### src/rtl/stopwatch_pkg.sv
// Shared stopwatch types: ASCII codes, dump FSM states, baud helper.
// Dump prefixing is selected by the DUMP_INDEX_EN macro in stash_uart_dump.
package stopwatch_pkg;

  localparam logic [7:0] COMMA = 8'h2C;
  localparam logic [7:0] COLON = 8'h3A;
  localparam logic [7:0] CR    = 8'h0D;
  localparam logic [7:0] LF    = 8'h0A;
  localparam logic [7:0] ZERO  = 8'h30;
  localparam logic [7:0] A     = 8'h41;

  typedef enum logic [2:0] {
    IDLE,
    LOAD,
    SEND,
    ADVANCE,
    SETTLE,
    DRAIN,
    FINISH
  } state_t;

  function automatic int baud_div(
    input int clk_freq,
    input int baud
  );
    return clk_freq / baud;
  endfunction

  function automatic logic [7:0] hex_char(
    input logic [3:0] n
  );
    if (n < 4'd10)
      return ZERO + {4'd0, n};
    else
      return A + {4'd0, n} - 8'd10;
  endfunction

endpackage

### src/rtl/byte_if.sv
// Valid/ready byte channel between the dump FSM and the UART.
// A byte moves on any cycle where valid && ready.
interface byte_if;
  logic       valid;
  logic       ready;
  logic [7:0] data;

  modport src (output valid, output data, input ready);
  modport snk (input valid, input data, output ready);
endinterface

### src/rtl/uart_tx_byte.sv
// 8N1 byte transmitter, LSB first, BAUD_DIV clocks per bit.
// ready rises on the stop bit's last clock so frames chain gap-free.
module uart_tx_byte #(
  parameter int BAUD_DIV = 868
) (
  input  logic clk,
  input  logic reset_n,
  byte_if.snk  bus,
  output logic tx
);

  localparam int CW = (BAUD_DIV > 1) ? $clog2(BAUD_DIV) : 1;

  logic [9:0]    shreg;
  logic [3:0]    bit_cnt;
  logic [CW-1:0] baud_cnt;
  logic          active;
  logic          tick;
  logic          last;

  assign tick      = baud_cnt == CW'(BAUD_DIV - 1);
  assign last      = tick && (bit_cnt == 4'd9);
  assign bus.ready = !active || last;
  assign tx        = active ? shreg[0] : 1'b1;

  always_ff @(posedge clk or negedge reset_n) begin
    if (!reset_n) begin
      shreg    <= '1;
      bit_cnt  <= '0;
      baud_cnt <= '0;
      active   <= 1'b0;
    end else if (bus.valid && bus.ready) begin
      shreg    <= {1'b1, bus.data, 1'b0};
      bit_cnt  <= '0;
      baud_cnt <= '0;
      active   <= 1'b1;
    end else if (active) begin
      if (tick) begin
        baud_cnt <= '0;
        if (bit_cnt == 4'd9) begin
          active <= 1'b0;
        end else begin
          bit_cnt <= bit_cnt + 4'd1;
          shreg   <= {1'b1, shreg[9:1]};
        end
      end else begin
        baud_cnt <= baud_cnt + 1'b1;
      end
    end
  end

endmodule

### src/rtl/stash_uart_dump.sv
// Walks DEPTH stash entries and sends them as ASCII over the UART.
// DUMP_INDEX_EN prefixes each sample with "<index>:".
module stash_uart_dump
  import stopwatch_pkg::*;
#(
  parameter int CLK_FREQ = 100000000,
  parameter int BAUD     = 115200,
  parameter int DEPTH    = 5
) (
  input  logic       clk,
  input  logic       reset_n,
  input  logic       start,
  input  logic [7:0] sample_in,
  output logic       next_sample,
  output logic       busy,
  output logic       done,
  output logic       tx
);

  localparam int BDIV = baud_div(CLK_FREQ, BAUD);
`ifdef DUMP_INDEX_EN
  localparam int PRE = 2;
`else
  localparam int PRE = 0;
`endif

  state_t     state;
  state_t     state_nx;
  logic [7:0] smp;
  logic [2:0] ci;
  logic [2:0] rel;
  logic [2:0] last_ci;
  logic [3:0] scnt;
  logic       settle_q;
  logic       last_smp;
  logic [7:0] ch;

  byte_if bus ();

  uart_tx_byte #(
    .BAUD_DIV (BDIV)
  ) u_tx (
    .clk     (clk),
    .reset_n (reset_n),
    .bus     (bus),
    .tx      (tx)
  );

  assign last_smp = scnt == 4'(DEPTH - 1);
  assign last_ci  = 3'(PRE + 2) + {2'b0, last_smp};
  assign rel      = ci - 3'(PRE);
  assign bus.data = ch;
  assign busy     = (state != IDLE) && (state != FINISH);

  // Character position within the current sample's field.
  always_comb begin
    ch = LF;
    unique case (1'b1)
      rel == 3'd0: ch = hex_char(smp[7:4]);
      rel == 3'd1: ch = hex_char(smp[3:0]);
      rel == 3'd2: ch = last_smp ? CR : COMMA;
      default:     ch = LF;
    endcase
`ifdef DUMP_INDEX_EN
    if (ci == 3'd0)
      ch = ZERO + {4'd0, scnt};
    else if (ci == 3'd1)
      ch = COLON;
`endif
  end

  always_comb begin
    state_nx    = state;
    bus.valid   = 1'b0;
    next_sample = 1'b0;
    done        = 1'b0;
    case (state)
      IDLE:    if (start) state_nx = LOAD;
      LOAD:    state_nx = SEND;
      SEND: begin
        bus.valid = 1'b1;
        if (bus.ready && ci == last_ci)
          state_nx = ADVANCE;
      end
      ADVANCE: begin
        next_sample = 1'b1;
        state_nx    = SETTLE;
      end
      SETTLE:
        if (settle_q)
          state_nx = (scnt < 4'(DEPTH)) ? LOAD : DRAIN;
      DRAIN:   if (bus.ready) state_nx = FINISH;
      FINISH: begin
        done     = 1'b1;
        state_nx = IDLE;
      end
      default: state_nx = IDLE;
    endcase
  end

  always_ff @(posedge clk or negedge reset_n) begin
    if (!reset_n) begin
      state    <= IDLE;
      smp      <= '0;
      ci       <= '0;
      scnt     <= '0;
      settle_q <= 1'b0;
    end else begin
      state    <= state_nx;
      settle_q <= (state == SETTLE) && !settle_q;
      if (state == IDLE)
        scnt <= '0;
      if (state == LOAD) begin
        smp <= sample_in;
        ci  <= '0;
      end
      if (state == SEND && bus.ready)
        ci <= ci + 3'd1;
      if (state == ADVANCE)
        scnt <= scnt + 4'd1;
    end
  end

endmodule

### config.mk
export PLATFORM = sky130hd
export DESIGN_NAME = stash_uart_dump
export DESIGN_NICKNAME = d
export VERILOG_FILES = /design/src/rtl/stopwatch_pkg.sv /design/src/rtl/byte_if.sv /design/src/rtl/uart_tx_byte.sv /design/src/rtl/stash_uart_dump.sv
export SDC_FILE = /design/constraint.sdc
export NUM_CORES = 1
export LEC_CHECK = 0
export BUFFER_PORTS_ARGS = -buffer_cell sky130_fd_sc_hd__clkbuf_2
export CAP_MARGIN = 25
export CORE_MARGIN = 2
export CORE_UTILIZATION = 55
export DETAILED_ROUTE_END_ITERATION = 16
export GPL_TIMING_DRIVEN = 0
export HOLD_SLACK_MARGIN = 0.08
export MAX_ROUTING_LAYER = met4
export PLACE_DENSITY = 0.73
export SKIP_LAST_GASP = 1
export SYNTH_ARGS = -nofsm -noshare
export SYNTH_HDL_FRONTEND = slang
export SYNTH_HIERARCHICAL = 1
export SYNTH_SLANG_ARGS = --single-unit
export TNS_END_PERCENT = 10
### constraint.sdc
create_clock -name clk -period 2.9 [get_ports clk]
set_input_delay 0 -clock clk [delete_from_list [all_inputs] [get_ports clk]]
set_output_delay 0 -clock clk [all_outputs]
set_load 0.02 [all_outputs]
==> results.md <==
- Gpl congestion: 0.827
- Reg2reg start: u_tx/baud_cnt[0]
- Layout Nets: 347
- Hold path cells: 4
- DR vias/cell: 5.73
- FF-to-FF path depth: 9
- Drt pass-1 iters: 4
- First-pass GRT wire length: 9.58 mm
- WL final: 5.51 mm
- Root Buffer Master: clkbuf_8
- Largest cells by area after synthesis: dfrtp_1 31%, dfstp_2 8.8%, ha_1 5.6%
- Power per standard cell area: 785 mW/mm^2
- Setup TNS: 0 ns
- Slew Limit Fails: 0
- Final period utilization: 94.2%
- Fin. Hold Viols: 0
- Seq/Total Area, Yosys: between 40% and 50%
- CTS Buf Count: 5
- CP Data Arrival Time: 2.92 ns
- Synth Register Bits: 43
- Mean area per synthesized cell: approximately 9 um^2
- CTS sink count: 43
- Multi-input combinational cell area: approximately 0.0015 mm^2
- Tot GR Track Use: 23.0%
- DP Area: about 0.0029 mm^2
- Initial Util: 57.2%
- Die area: 0.00549 mm^2
- Req. time, crit path: 3.09 ns
- R2R Setup Slk: 0.17 ns
- Post-layout min period: 2.73 ns
- Setup crit start kind: register
- Leak: 0.00129 uW
- Site Rows: 25
- Mapped cell area: around 0.0027 mm^2
- Clock-pin slew on the worst setup and hold paths: 0.08 ns
- Kind of critical path: reg -> reg
- Post-synth EDFFs: 0
- Peak supply drop: 0.539 mV
- Final setup viols: 0
- Largest net degree at the start of global routing: 25
- CP endpoint kind: register
- Clock Latency Late Sink: 0.29 ns
- Endpoint of the worst hold path: state[0]
- Top_reg_cell synth: dfrtp_1
- Hold_sp: start
- Peak Freq: 366 MHz
- Synth Instances: 293
- Fill cells: 398
- Cts repair resizes: 0
- DIE WIDTH: approximately 74 um
- Post-DP HPWL: around 4 mm
- Post-synth top cells: 34 x dfrtp_1, 32 x nand2_1, 20 x nor2_1, 20 x o21ai_0, 17 x inv_1
- Worst-Margin Slew: 0.621 ns
- Port buffer count: 14
- Count leader, synth: dfrtp_1
- I/O pin count: 15
- RR Endpoint: ci[0]
- Yosys top cell area share: 31.5%
- Vias in the first global route: 2,057
- # Max-Cap Violations: 0
- Share of flip-flops with an asynchronous set or reset: 100%
- CP Max Fanout: 10
- RSZ-0062 raised after global routing: false
- # H-tree levels: 2
- Syn Nets: 316
- Initial DRC Count: about 200
- Final Util: 64.7%
- Die Height: 74.1 um
- Longest Clk Path Bufs: 2
- Antenna Cells: 0
- WL/cell: 14.1 um
- Yosys warns: 6
- Post-route DRC: 0
- Status: complete, no violations
- Antenna viol nets, final: 0
- Yosys cell types: 62
- Worst Skew: 0.00402 ns
- Layout Area Growth over Synthesis: 13.1%
- Design area: 0.00306 mm^2
- Slew headroom: 58.4%
- Global route overflow: 0
- Layout cell share with drive strength beyond 1: 17.8%
- Leading area contributor after synthesis: dfrtp_1
- Hold WC Path Type: in -> reg
- CTS tree: built
- Placeable Area: 0.00472 mm^2
- Initial antenna violation count: 0
- Vias: roughly 2,200
- Storage cell area: 0.00109 mm^2
## per-stage QoR
step                hold slack, ns  std cells  power (uW)  setup slack, ns
floorplan                   -0.296        293        1780            0.549
global placement             0.201        374        1990            0.255
global route                 0.145        392        2590          0.00118
detailed placement          0.0171        375        2030            0.213
CTS                          0.109        392        2410            0.194
finish                       0.112        392        2400            0.169
## sequential cells by signal, indices dropped and copies added, names as in the netlist
register       flops
scnt               4
u_tx/active        1
settle_q           1
u_tx/shreg         9
ci                 3
u_tx/bit_cnt       4
smp                8
state              3
u_tx/baud_cnt     10
## metal layers
layer | global-route usage, % | share of wire (%) | vias up | wire length [um]
li1 | - | - | 1127 | -
met1 | 31.4 | 48 | 1062 | 2670
met2 | 34.7 | 46 | 49 | 2530
met3 | 4.61 | 4.2 | 8 | 230
met4 | 6.67 | 1.4 | 0 | 76
met5 | - | 0 | - | 0
## area by class of cell
class | instances | area share (%)
Multi-Input combinational cell | 216 | 47.6
Tap cell | 67 | 2.74
Timing Repair Buffer | 24 | 6.14
Buffer | 15 | 2.95
Clock buffer | 7 | 2.50
Clock inverter | 1 | 0.164
Sequential cell | 43 | 35.6
Inverter | 19 | 2.33
## logic make-up after synthesis
| logic type | synth area share (%) |
|---|---|
| AND/OR/NAND/NOR | 17.4 |
| other | 0.139 |
| AO/OA/AOI/OAI | 24.1 |
| adder cells (fa/ha/maj) | 5.56 |
| XOR/XNOR | 2.27 |
| buffers and inverters | 5.97 |
| flip-flops | 40.2 |
| multiplexers | 4.40 |
## worst max path at each step
stage                     startpoint    end  slack [ns]  cells past startpoint
finish              u_tx/baud_cnt[0]  ci[0]        0.17                      9
CTS                 u_tx/baud_cnt[0]  ci[0]        0.19                      9
global placement    u_tx/baud_cnt[0]  ci[0]        0.26                      9
global route        u_tx/baud_cnt[0]  ci[2]       0.001                     10
detailed placement  u_tx/baud_cnt[0]  ci[0]        0.21                      9
floorplan           u_tx/baud_cnt[3]  ci[0]        0.55                      8
## what timing repair did
item                                    4_1_cts  5_1_grt
hold buffers                                  9        0
endpoints found under the hold margin        40        0
endpoints found under the setup margin        0        0
setup buffers                                 0        0
## critical path, cell delays in order, from the launching register on
cell and delay (ns):
dfrtp_1 0.43, ha_1 0.28, nand2_1 0.14, o31a_1 0.34, buf_2 0.20, buf_6 0.16
nor2_1 0.50, a21oi_2 0.10, or2_1 0.24, a22o_1 0.24
## power breakdown
group / switching [uW] / internal (uW)
Combinational: 542 / 490
Sequential: 212 / 787
Clock: 200 / 169
Total: 954 / 1450
## placed cells by master, fill, tap and decap left out, types with 4 or more instances in the layout
cell and count:
dfrtp_1 34, nand2b_1 4, clkbuf_1 6, inv_1 17, o211ai_1 10, a21oi_1 12, a22o_1 4, nand4_1 4
dfstp_2 9, o22a_1 7, o22ai_1 4, o21ai_0 20, xnor2_1 5, nor3_1 6, a21o_1 4, mux2i_1 4
ha_1 12, buf_2 6, dlygate4sd3_1 9, clkbuf_8 5, o31a_1 8, clkbuf_2 14, nand2_1 32, nor2_1 20
No activity file was read; power rests on OpenSTA's default activity.
